**src/rtl/ptw_mem_arbiter.sv**
```systemverilog
// Round-robin arbiter sharing the page-table-walk AXI read port between ITLB and DTLB.
// Optional response timeout with stale-response discard is enabled by defining PTW_TIMEOUT_EN.
module ptw_mem_arbiter #(
    parameter int ADDR_WIDTH     = 64,
    parameter int DATA_WIDTH     = 64,
    parameter int TIMEOUT_CYCLES = 1024
) (
    input  logic                  CLK,
    input  logic                  RST,
    input  logic                  I_REQ_VALID,
    input  logic [ADDR_WIDTH-1:0] I_REQ_ADDR,
    output logic                  I_RESP_VALID,
    output logic [DATA_WIDTH-1:0] I_RESP_DATA,
    output logic                  I_ACCESS_FAULT,
    input  logic                  D_REQ_VALID,
    input  logic [ADDR_WIDTH-1:0] D_REQ_ADDR,
    output logic                  D_RESP_VALID,
    output logic [DATA_WIDTH-1:0] D_RESP_DATA,
    output logic                  D_ACCESS_FAULT,
    output logic                  M_ADDR_VALID,
    output logic [ADDR_WIDTH-1:0] M_ADDR,
    input  logic                  M_ADDR_READY,
    input  logic                  M_DATA_VALID,
    input  logic [DATA_WIDTH-1:0] M_DATA,
    output logic                  BUSY,
    output logic                  OWNER
);

    localparam logic [1:0] ST_IDLE  = 2'd0;
    localparam logic [1:0] ST_ISSUE = 2'd1;
    localparam logic [1:0] ST_WAIT  = 2'd2;

    logic [1:0]            r_state;
    logic                  r_m_addr_valid;
    logic [ADDR_WIDTH-1:0] r_m_addr;
    logic                  r_owner;
    logic                  r_last_grant;

    // Side index 0 is the ITLB, 1 is the DTLB.
    logic                  w_req_valid [2];
    logic [ADDR_WIDTH-1:0] w_req_addr  [2];
    logic [ADDR_WIDTH-1:0] w_eff_addr  [2];
    logic [1:0]            w_pend;
    logic [1:0]            w_req;
    logic [1:0]            w_grant;
    logic [1:0]            w_resp_valid;
    logic [DATA_WIDTH-1:0] w_resp_data [2];
    logic [1:0]            w_fault;
    logic                  w_idle;
    logic                  w_block;
    logic                  w_timeout;
    logic                  w_data_hit;

    assign w_req_valid[0] = I_REQ_VALID;
    assign w_req_valid[1] = D_REQ_VALID;
    assign w_req_addr[0]  = I_REQ_ADDR;
    assign w_req_addr[1]  = D_REQ_ADDR;

    assign w_idle     = (r_state == ST_IDLE);
    assign w_data_hit = (r_state == ST_WAIT) && M_DATA_VALID;

`ifdef PTW_TIMEOUT_EN
    localparam int CNT_W = (TIMEOUT_CYCLES > 1) ? $clog2(TIMEOUT_CYCLES) : 1;

    logic [CNT_W-1:0] r_cnt;
    logic             r_stale;

    assign w_timeout = (r_state == ST_WAIT) && !M_DATA_VALID
                       && (r_cnt == CNT_W'(TIMEOUT_CYCLES - 1));
    assign w_block   = r_stale;

    always_ff @(posedge CLK) begin
        if (RST) begin
            r_cnt   <= '0;
            r_stale <= 1'b0;
        end else begin
            if (r_state == ST_ISSUE && M_ADDR_READY) begin
                r_cnt <= '0;
            end else if (r_state == ST_WAIT && !M_DATA_VALID) begin
                r_cnt <= r_cnt + 1'b1;
            end
            // The abandoned walk's data may still arrive; swallow exactly one beat.
            if (w_timeout) begin
                r_stale <= 1'b1;
            end else if (M_DATA_VALID) begin
                r_stale <= 1'b0;
            end
        end
    end
`else
    assign w_timeout = 1'b0;
    assign w_block   = 1'b0;
`endif

    // Tie goes to the side that was not granted last.
    assign w_grant[1] = w_idle && !w_block && w_req[1] && (!w_req[0] || !r_last_grant);
    assign w_grant[0] = w_idle && !w_block && w_req[0] && !w_grant[1];

    generate
        for (genvar gi = 0; gi < 2; gi++) begin : g_side
            logic                  r_pend;
            logic [ADDR_WIDTH-1:0] r_addr;
            logic                  r_resp_valid;
            logic [DATA_WIDTH-1:0] r_resp_data;
            logic                  w_mine;

            assign w_mine         = (r_owner == (gi != 0));
            assign w_pend[gi]     = r_pend;
            assign w_req[gi]      = r_pend | w_req_valid[gi];
            assign w_eff_addr[gi] = w_req_valid[gi] ? w_req_addr[gi] : r_addr;
            assign w_resp_valid[gi] = r_resp_valid;
            assign w_resp_data[gi]  = r_resp_data;
            assign w_fault[gi]      = w_timeout && w_mine;

            always_ff @(posedge CLK) begin
                if (RST) begin
                    r_pend <= 1'b0;
                    r_addr <= '0;
                end else if (w_grant[gi]) begin
                    r_pend <= 1'b0;
                end else if (w_req_valid[gi]) begin
                    r_pend <= 1'b1;
                    r_addr <= w_req_addr[gi];
                end
            end

            always_ff @(posedge CLK) begin
                if (RST) begin
                    r_resp_valid <= 1'b0;
                    r_resp_data  <= '0;
                end else begin
                    r_resp_valid <= w_data_hit && w_mine;
                    if (w_data_hit && w_mine) begin
                        r_resp_data <= M_DATA;
                    end
                end
            end
        end
    endgenerate

    always_ff @(posedge CLK) begin
        if (RST) begin
            r_state        <= ST_IDLE;
            r_m_addr_valid <= 1'b0;
            r_m_addr       <= '0;
            r_owner        <= 1'b0;
            r_last_grant   <= 1'b1;
        end else begin
            case (r_state)
                ST_IDLE: begin
                    if (w_grant[0] || w_grant[1]) begin
                        r_m_addr       <= w_grant[1] ? w_eff_addr[1] : w_eff_addr[0];
                        r_m_addr_valid <= 1'b1;
                        r_owner        <= w_grant[1];
                        r_last_grant   <= w_grant[1];
                        r_state        <= ST_ISSUE;
                    end
                end
                ST_ISSUE: begin
                    if (M_ADDR_READY) begin
                        r_m_addr_valid <= 1'b0;
                        r_state        <= ST_WAIT;
                    end
                end
                ST_WAIT: begin
                    if (M_DATA_VALID || w_timeout) begin
                        r_state <= ST_IDLE;
                    end
                end
                default: begin
                    r_state        <= ST_IDLE;
                    r_m_addr_valid <= 1'b0;
                end
            endcase
        end
    end

    assign I_RESP_VALID   = w_resp_valid[0];
    assign I_RESP_DATA    = w_resp_data[0];
    assign I_ACCESS_FAULT = w_fault[0];
    assign D_RESP_VALID   = w_resp_valid[1];
    assign D_RESP_DATA    = w_resp_data[1];
    assign D_ACCESS_FAULT = w_fault[1];
    assign M_ADDR_VALID   = r_m_addr_valid;
    assign M_ADDR         = r_m_addr;
    assign BUSY           = (r_state != ST_IDLE);
    assign OWNER          = r_owner;

endmodule

```
**config.mk**
```make
export PLATFORM = sky130hd
export DESIGN_NAME = ptw_mem_arbiter
export DESIGN_NICKNAME = d
export VERILOG_FILES = /design/src/rtl/ptw_mem_arbiter.sv
export SDC_FILE = /design/constraint.sdc
export NUM_CORES = 1
export LEC_CHECK = 0
export BUFFER_PORTS_ARGS = -buffer_cell sky130_fd_sc_hd__buf_4
export CORE_MARGIN = 2
export CORE_UTILIZATION = 35
export DETAILED_ROUTE_END_ITERATION = 12
export PLACE_DENSITY = 0.57
export SYNTH_ARGS = -nofsm -noshare
export SYNTH_HDL_FRONTEND = slang
export SYNTH_SLANG_ARGS = --single-unit
export TNS_END_PERCENT = 50
```
**constraint.sdc**
```tcl
create_clock -name CLK -period 1.75 [get_ports CLK]
set_clock_uncertainty 0.1 [all_clocks]
set_input_delay 0.0875 -clock CLK [delete_from_list [all_inputs] [get_ports CLK]]
set_output_delay 0.0875 -clock CLK [all_outputs]
set_load 0.01 [all_outputs]
```
==> impl_metrics.env, run 1 <==
export IMPL_status="completed"
export IMPL_grt_util_all_layers_pct=21.23
export IMPL_fp_row_count=75
export IMPL_cts_buffers_inserted=40
export IMPL_crit_start="g_side[0].r_pend"
export IMPL_grt_overflow_total=0
export IMPL_fillers=3763
export IMPL_r2r_end="M_ADDR[36]"
export IMPL_peakVddDrop_mv=0.6324
export IMPL_required_ns=2.15
export IMPL_total_power_uw=21120
export IMPL_finalSetupTns_ns=0
export IMPL_placedCellCount=2382
export IMPL_reg2reg_depth=4
export IMPL_netlist_area_um2=14820
export IMPL_cts_sinks=329
export IMPL_area_delta_synth_final_pct=47.59
export IMPL_criticalPathCategory="flip-flop to flip-flop"
export IMPL_synth_cell_types=42
export IMPL_fin_crit_ns=1.659
export IMPL_ys_warnings_count=0
export IMPL_wl_per_cell_um=18.06
export IMPL_fin_cells=2666
export IMPL_rsz0062_at_grt="no"
export IMPL_placed_cell_area_um2=18380
export IMPL_grt_pass1_vias=13254
export IMPL_routed_wl_mm=48.15
export IMPL_drt_vias_per_instance=4.964
export IMPL_yosys_top_cells_area="dfxtp_1 (44%), mux2i_1 (13%), nand2b_1 (11%), nand2_1 (6.5%), mux2_2 (4.7%)"
export IMPL_dp_slack_ns=0.001473
export IMPL_hpwl_mm=32.23
export IMPL_r2r_start="g_side[0].r_pend"
export IMPL_ios=397
export IMPL_clkTransAtPathRegs_ns=0.06
export IMPL_slew_violations=0
export IMPL_portBuffers=394
export IMPL_cts_root_buf="clkbuf_16"
export IMPL_die_x_um=209.8
export IMPL_p_per_area_nw_per_um2=965.8
export IMPL_tightestPinTransition_ns=0.5830
export IMPL_syn_inst=1541
export IMPL_die_h_um=209.8
export IMPL_crit_path_cell_trace="or2_2 > buf_4 > a41oi_1 > o221a_2"
export IMPL_layout_nets=2283
export IMPL_design_area_um2=21870
export IMPL_worstSkewPairLatency_ns=0.55
export IMPL_syn_avg_cell_area_um2=9.617
export IMPL_worstHoldPathCells=3
export IMPL_timing_final_ws_setup_ns=0.09114
export IMPL_synth_edf_count=0
export IMPL_cpMaxStageDelayCell="or2_2"
export IMPL_antenna_found_initial=11
export IMPL_fin_crit_sh_pct=94.79
export IMPL_async_flop_share_pct=0
export IMPL_dieArea_um2=44000
export IMPL_vias=13235
export IMPL_hold_viol=0
export IMPL_endpoint="M_ADDR[36]"
export IMPL_gp_congestion=0.7964
export IMPL_ys_seq_area_share_pct=44.44
export IMPL_drtAntennaViolNets=0
export IMPL_grt_pass1_wl_mm=74.21
export IMPL_yosys_register_bits=329
export IMPL_max_slew_margin_pct=60.93
export IMPL_htreeDepth=2
export IMPL_cp_end_kind="flip-flop"
export IMPL_drcViolationCount=0
export IMPL_grt_start_max_net_pins=75
export IMPL_setup_viol=0
export IMPL_start_kind="flip-flop"
export IMPL_yosys_top_cells_count="dfxtp_1 (329), nand2b_1 (258), nand2_1 (257), mux2i_1 (192), a21oi_1 (131)"
export IMPL_critPathMaxStageDelay_ns=0.39
export IMPL_fmax_mhz=602.8
export IMPL_synth_top_cell_area_share_pct=44.44
export IMPL_path_max_fanout=17
export IMPL_r2r_slack_ns=0.09
export IMPL_synth_ff_type="dfxtp_1"
export IMPL_first_pass_iters=6
export IMPL_clockBufferDepth=3
export IMPL_initial_core_util_pct=35.41
export IMPL_synth_area_leader_cell="dfxtp_1"
export IMPL_hold_class="input port to flip-flop"
export IMPL_maxCapViolCount=0
export IMPL_yosysMostFrequentCell="dfxtp_1"
export IMPL_cp_data_arrival_time_ns=2.06
export IMPL_drive_above_1_share_pct=30.33
export IMPL_fp_coreArea_um2=41850
export IMPL_p_leak_uw=0.008969
export IMPL_drt_initial_drc_count=880
export IMPL_cts_tree="built"
## stage by stage
| step | hold slack [ns] | util, % |
|---|---|---|
| after detailed placement | 0.2266 | 43.91 |
| after CTS | 0.04245 | 52.09 |
| after global placement | 0.2132 | 43.91 |
| after global routing | 0.06792 | 52.25 |
| final | 0.07361 | 52.26 |
| after floorplan | 0.1041 | - |
## per-layer routing
layer	GRT usage (%)	up-vias	part of all wire [%]
met1	26.39	6257	44
met5	0	-	0.033
met4	7.924	2	3.0
li1	-	6475	-
met2	34.80	421	46
met3	6.270	80	6.9
## sequential cells by signal, summed over array words and instances (netlist names)
signal / cells
D_RESP_DATA: 64
g_side.r_addr: 128
M_ADDR: 64
r_last_grant: 1
r_state: 2
D_RESP_VALID: 1
I_RESP_VALID: 1
OWNER: 1
g_side.r_pend: 2
I_RESP_DATA: 64
M_ADDR_VALID: 1
## what timing repair did
item / CTS / global route
hold endpoints to repair: 326 / 0
pin swaps: 1 / 2
setup buffers: 1 / 2
gates cloned: 0 / 1
gates resized for setup: 0 / 3
setup endpoints to repair: 13 / 43
hold buffers: 196 / 0
## worst max-delay path, delay by kind of cell (launching register included)
family	cells	cell delay (ns)
simple gates	1	0.39
flops	1	0.35
compound gates	2	0.51
buf+inv	1	0.24
## layout make-up
class,count,area [µm²],share of cell area (%)
diodes,10,25.02,0.1144
clock buffers,62,1226,5.606
well taps,539,674.4,3.083
flip-flops and latches,329,6589,30.12
inverters,1,3.754,0.01716
multi-input cells,1066,7473,34.17
clock inverters,12,229.0,1.047
repair buffers,647,5652,25.84
## kinds of logic after synthesis
| kind of cell | after synthesis | share of synthesized area (%) |
|---|---|---|
| and+or+nand+nor | 540 | 18.48 |
| DFF | 329 | 44.44 |
| AOI/OAI and AO/OA | 270 | 13.69 |
| muxes | 254 | 17.68 |
| buffers and inverters | 147 | 5.682 |
| other | 1 | 0.02530 |
## placed cells by master (no fill, tap or decap), types with 14 or more instances in the layout
cell type and n:
nand2b_1 258, clkbuf_16 43, dfxtp_1 327, o221a_2 48
a21oi_1 131, a41oi_1 62, mux2_2 62, o221a_1 14
buf_12 22, nand2_1 257, dlygate4sd3_1 196, buf_4 426
mux2i_1 192
## power by group
group | internal [µW] | total [µW] | switching, µW
Combinational | 1980 | 3730 | 1750
Sequential | 8010 | 8310 | 302
Clock | 5720 | 9080 | 3360
## worst min-delay path by stage
stage / startpoint / end / slack (ns)
2_1_floorplan: M_ADDR_READY / r_state[0] / 0.10
3_3_place_gp: M_ADDR_READY / r_state[0] / 0.21
3_5_place_dp: M_ADDR_READY / r_state[0] / 0.23
4_1_cts: D_REQ_VALID / g_side[1].r_pend / 0.04
5_1_grt: D_REQ_VALID / g_side[1].r_pend / 0.07
6_report: D_REQ_VALID / g_side[1].r_pend / 0.07
(Power assumes the default switching activity.)
==> run 2, diff against run 1 <==
--- a/config.mk
+++ b/config.mk
@@ -9,6 +9,7 @@
 export CORE_MARGIN = 2
 export CORE_UTILIZATION = 35
 export DETAILED_ROUTE_END_ITERATION = 12
+export MAX_ROUTING_LAYER = met4
 export PLACE_DENSITY = 0.57
 export SYNTH_ARGS = -nofsm -noshare
 export SYNTH_HDL_FRONTEND = slang
==> constraint.sdc (replaced) <==
create_clock -name CLK -period 1.6 [get_ports CLK]
set_clock_uncertainty 0.1 [all_clocks]
set_input_delay 0.08 -clock CLK [delete_from_list [all_inputs] [get_ports CLK]]
set_output_delay 0.08 -clock CLK [all_outputs]
set_load 0.01 [all_outputs]
==> run 2 against run 1 <==
Non-clock buffer count is 33 higher. Setup slack worse by 0.077 ns. Core utilization is 1.6 points higher. Critical path type unchanged. Critical endpoint is now g_side[1].r_addr[8]. Highest routed layer is now met4.
==> impl_metrics.env, run 2 (synthesis gave the netlist of run 1 again) <==
export IMPL_status="completed"
export IMPL_antenna_found_initial=11
export IMPL_drt_initial_drc_count=795
export IMPL_r2r_slack_ns=0.01
export IMPL_cts_buffers_inserted=39
export IMPL_required_ns=1.97
export IMPL_worstHoldPathCells=3
export IMPL_cp_end_kind="flip-flop"
export IMPL_dieArea_um2=44000
export IMPL_cts_sinks=329
export IMPL_grt_pass1_wl_mm=75.31
export IMPL_maxCapViolCount=0
export IMPL_fp_row_count=75
export IMPL_layout_nets=2315
export IMPL_fillers=3768
export IMPL_grt_util_all_layers_pct=22.32
export IMPL_portBuffers=394
export IMPL_hold_viol=0
export IMPL_dp_slack_ns=-0.03972
export IMPL_regMostFlops="g_side.r_addr"
export IMPL_timing_final_ws_setup_ns=0.01454
export IMPL_reg2reg_depth=7
export IMPL_grt_pass1_vias=13270
export IMPL_clkTransAtPathRegs_ns=0.06
export IMPL_r2r_start="r_state[0]"
export IMPL_layout_common_cells="buf_4 (424), dfxtp_1 (324), nand2b_1 (258)"
export IMPL_multi_input_area_um2=7597
export IMPL_clockBufferDepth=3
export IMPL_peakVddDrop_mv=0.8742
export IMPL_min_from="D_REQ_VALID"
export IMPL_ios=397
export IMPL_die_h_um=209.8
export IMPL_drive_above_1_share_pct=33.02
export IMPL_fmax_mhz=630.7
export IMPL_cp_data_arrival_time_ns=1.95
export IMPL_drtAntennaViolNets=0
export IMPL_initial_core_util_pct=35.41
export IMPL_rsz0062_at_grt="yes"
export IMPL_start_kind="flip-flop"
export IMPL_p_per_area_nw_per_um2=1011
export IMPL_routed_wl_mm=51.93
export IMPL_fin_crit_sh_pct=99.09
export IMPL_first_pass_iters=7
export IMPL_drt_vias_per_instance=5.029
export IMPL_p_leak_uw=0.009235
export IMPL_cts_tree="built"
export IMPL_grt_start_max_net_pins=71
export IMPL_wl_per_cell_um=19.28
export IMPL_largest_reg_flops=128
export IMPL_hold_path_end="M_ADDR[5]"
export IMPL_setup_viol=0
export IMPL_seqCellArea_um2=6593
export IMPL_vias=13547
export IMPL_final_common_cell="buf_4"
export IMPL_hold_class="input port to flip-flop"
export IMPL_fp_coreArea_um2=41850
export IMPL_area_delta_synth_final_pct=52.23
export IMPL_r2r_end="g_side[1].r_addr[8]"
export IMPL_cts_root_buf="clkbuf_16"
export IMPL_slew_violations=0
export IMPL_worstSkewPairLatency_ns=0.54
export IMPL_whs_ns=0.08086
export IMPL_drcViolationCount=0
export IMPL_grt_overflow_total=0
export IMPL_hpwl_mm=32.11
export IMPL_die_x_um=209.8
export IMPL_path_max_fanout=15
export IMPL_gp_congestion=0.8009
export IMPL_htreeDepth=2
export IMPL_criticalPathCategory="flip-flop to flip-flop"
export IMPL_fin_crit_ns=1.585
-- run 2: cell count changes in the layout (fill, tap and decap cells not counted), moves of 6 or more --
cell | before | now
clkbuf_16 | 43 | 50
buf_12 | 22 | 28
buf_6 | 1 | 10
a21oi_1 | 131 | 104
a21oi_2 | 0 | 27
buf_16 | 0 | 6
-- run 2: layout make-up --
cell class / instances / share of cell area, %
Timing Repair Buffer: 680 / 28.15
Tap cell: 539 / 2.989
Antenna cell: 11 / 0.1220
Inverter: 1 / 0.01664
Clock buffer: 57 / 5.114
Sequential cell: 329 / 29.22
Clock inverter: 11 / 0.7044
Multi-Input combinational cell: 1066 / 33.68
-- run 2: worst max-delay path, cell delays in order, from the launching register on --
cell	delay, ns
dfxtp_2	0.36
nor2_4	0.05
buf_12	0.12
buf_8	0.12
a21boi_4	0.18
buf_6	0.16
clkbuf_16	0.22
mux2i_1	0.20
-- run 2: worst max-delay path by stage --
| stage | cells past startpoint | end | from | slack [ns] |
|---|---|---|---|---|
| after floorplan | 6 | g_side[0].r_addr[0] | r_last_grant | 0.14 |
| after global placement | 4 | M_ADDR[48] | g_side[0].r_pend | 0.01 |
| after detailed placement | 4 | M_ADDR[46] | g_side[0].r_pend | -0.04 |
| after CTS | 5 | BUSY | r_state[0] | -0.08 |
| after global routing | 5 | BUSY | r_state[1] | -0.03 |
| final | 7 | g_side[1].r_addr[8] | r_state[0] | 0.01 |
-- run 2: metal layers --
layer,GRT usage (%),up-vias,share of wire (%),wire (µm)
met5,-,-,0,0
met4,7.630,0,2.9,1515
met3,5.671,93,6.5,3381
met2,36.12,418,47,24420
met1,27.09,6479,44,22610
li1,-,6557,-,-
-- run 2: metrics by stage --
stage	util, %	instances	cell area, µm²	power, µW	setup TNS, ns
after floorplan	-	1542	14820	11290	0
after CTS	52.66	2666	22040	22800	-6.621
after global placement	44.11	2385	18460	12900	0
final	53.90	2694	22560	22800	0
after detailed placement	44.11	2385	18460	12950	-0.3116
after global routing	53.90	2694	22560	23660	-0.2798
-- run 2: power breakdown --
| part | internal, µW | switching [µW] | total (µW) | leakage [µW] |
|---|---|---|---|---|
| Combinational | 2460 | 2060 | 4520 | 0.00589 |
| Clock | 5620 | 3550 | 9170 | 0.000653 |
| Sequential | 8760 | 343 | 9110 | 0.00269 |
-- run 2: repair_timing --
item / in CTS / in global routing
gates cloned: 7 / 12
pin swaps: 3 / 5
buffers inserted: 10 / 7
endpoints found under the hold margin: 326 / 0
endpoints found under the setup margin: 46 / 285
gates resized for setup: 16 / 46
hold buffers: 196 / 0
==> run 3, diff against run 2 <==
--- a/config.mk
+++ b/config.mk
@@ -11,6 +11,7 @@
 export DETAILED_ROUTE_END_ITERATION = 12
 export MAX_ROUTING_LAYER = met4
 export PLACE_DENSITY = 0.57
+export RECOVER_POWER = 25
 export SYNTH_ARGS = -nofsm -noshare
 export SYNTH_HDL_FRONTEND = slang
 export SYNTH_SLANG_ARGS = --single-unit
==> run 3 against run 2 <==
Design area down 1.9%. Clock-buffer cell count did not move. Power shrank 0.32%. Sequential cell count is the same. Via count barely moved. Core utilization shrank 1.0 points.
==> impl_metrics.env, run 3 (synthesis gave the netlist of run 1 again) <==
export IMPL_layout_nets=2315
export IMPL_fp_coreArea_um2=41850
export IMPL_routed_wl_mm=51.97
export IMPL_drt_initial_drc_count=810
export IMPL_clockBufferDepth=3
export IMPL_rsz0062_at_grt="yes"
export IMPL_dp_slack_ns=-0.03972
export IMPL_drt_vias_per_instance=5.033
export IMPL_worstSkewPairLatency_ns=0.54
export IMPL_initial_core_util_pct=35.41
export IMPL_maxCapViolCount=0
export IMPL_critPathMaxStageDelay_ns=0.36
export IMPL_start_kind="flip-flop"
export IMPL_layout_common_cells="dfxtp_1 (324), buf_4 (310), nand2b_1 (258)"
export IMPL_wl_per_cell_um=19.29
export IMPL_hold_viol=0
export IMPL_area_delta_synth_final_pct=49.34
export IMPL_drtAntennaViolNets=0
export IMPL_status="completed"
export IMPL_largest_reg_flops=128
export IMPL_cts_root_buf="clkbuf_16"
export IMPL_hold_class="input port to flip-flop"
export IMPL_first_pass_iters=8
export IMPL_r2r_slack_ns=0.009
export IMPL_die_x_um=209.8
export IMPL_ios=397
export IMPL_grt_pass1_vias=13270
export IMPL_htreeDepth=2
export IMPL_gp_congestion=0.8009
export IMPL_peakVddDrop_mv=0.8739
export IMPL_finalSetupTns_ns=0
export IMPL_cts_tree="built"
export IMPL_final_common_cell="dfxtp_1"
export IMPL_grt_start_max_net_pins=71
export IMPL_timing_final_ws_setup_ns=0.008835
export IMPL_fmax_mhz=628.5
export IMPL_p_per_area_nw_per_um2=1027
export IMPL_required_ns=1.97
export IMPL_path_max_fanout=15
export IMPL_grt_util_all_layers_pct=22.32
export IMPL_portBuffers=394
export IMPL_slew_violations=0
export IMPL_dieArea_um2=44000
export IMPL_cts_buffers_inserted=39
export IMPL_cp_end_kind="flip-flop"
export IMPL_cp_data_arrival_time_ns=1.96
export IMPL_drive_above_1_share_pct=27.71
export IMPL_vias=13560
export IMPL_cpMaxStageDelayCell="dfxtp_2"
export IMPL_die_h_um=209.8
export IMPL_setup_viol=0
export IMPL_grt_pass1_wl_mm=75.31
export IMPL_fin_crit_ns=1.591
export IMPL_fp_row_count=75
export IMPL_crit_path_cell_trace="nor2_4 > buf_12 > buf_8 > a21boi_4 > buf_6 > clkbuf_16 > mux2i_1"
export IMPL_criticalPathCategory="flip-flop to flip-flop"
export IMPL_antenna_found_initial=11
export IMPL_clkTransAtPathRegs_ns=0.06
export IMPL_p_leak_uw=0.008752
export IMPL_regMostFlops="g_side.r_addr"
export IMPL_cts_sinks=329
export IMPL_grt_overflow_total=0
export IMPL_drcViolationCount=0
export IMPL_fin_crit_sh_pct=99.45
export IMPL_hpwl_mm=32.11
## run 3: cell count changes in the layout (fill, tap and decap cells not counted), sizes merged
| cell | before | now |
|---|---|---|
| clkbuf | 68 | 182 |
| buf | 472 | 358 |
## run 3: power by group
group | switching [µW] | leakage, µW | internal [µW]
combinational | 2060 | 0.00541 | 2400
clock | 3540 | 0.000653 | 5620
sequential | 340 | 0.00269 | 8760
total | 5940 | 0.00875 | 16800
## run 3: layer usage
| metal | GRT usage [%] | up-vias | part of all wire, % |
|---|---|---|---|
| met3 | 5.671 | 89 | 6.8 |
| met5 | - | - | 0 |
| li1 | - | 6559 | - |
| met1 | 27.09 | 6475 | 43 |
| met4 | 7.630 | 0 | 2.8 |
| met2 | 36.12 | 437 | 47 |
## run 3: worst paths after layout
kind,start,endpoint,cells after the start
max,r_state[0],g_side[1].r_addr[8],7
min,D_REQ_VALID,M_ADDR[5],3
min reg2reg,I_RESP_DATA[40],I_RESP_DATA[40],2
max reg2reg,r_state[0],g_side[1].r_addr[8],7
## run 3: timing repair
action | CTS | global route
endpoints found under the setup margin | 46 | 285
pin swaps | 3 | 5
cloned | 7 | 12
resized for setup | 16 | 46
setup buffers | 10 | 7
endpoints found under the hold margin | 326 | 0
hold buffers | 196 | 0
## run 3: layout make-up
class / instances / area [µm²]
diodes: 11 / 27.53
clock buffers: 57 / 1154
clock inverters: 11 / 158.9
fillers: 3878 / 19720
inverters: 1 / 3.754
multi-input cells: 1066 / 7597
flip-flops and latches: 329 / 6593
well taps: 539 / 674.4
repair buffers: 680 / 5923
## run 3: worst max-delay path, delay by kind of cell (launching register included)
family / cells / cell delay (ns)
AOI/OAI and AO/OA: 1 / 0.18
and+or+nand+nor: 1 / 0.05
buffers and inverters: 4 / 0.62
muxes: 1 / 0.20
DFF: 1 / 0.36
## run 3: through the flow
step / total power [µW] / util, % / cells / instance area [µm²] / hold WS (ns)
after detailed placement: 12950 / 44.11 / 2385 / 18460 / 0.2098
final: 22720 / 52.88 / 2694 / 22130 / 0.07926
after CTS: 22800 / 52.66 / 2666 / 22040 / 0.04321
after floorplan: 11290 / - / 1542 / 14820 / 0.09656
after global routing: 23600 / 52.88 / 2694 / 22130 / 0.06765
after global placement: 12900 / 44.11 / 2385 / 18460 / 0.2047
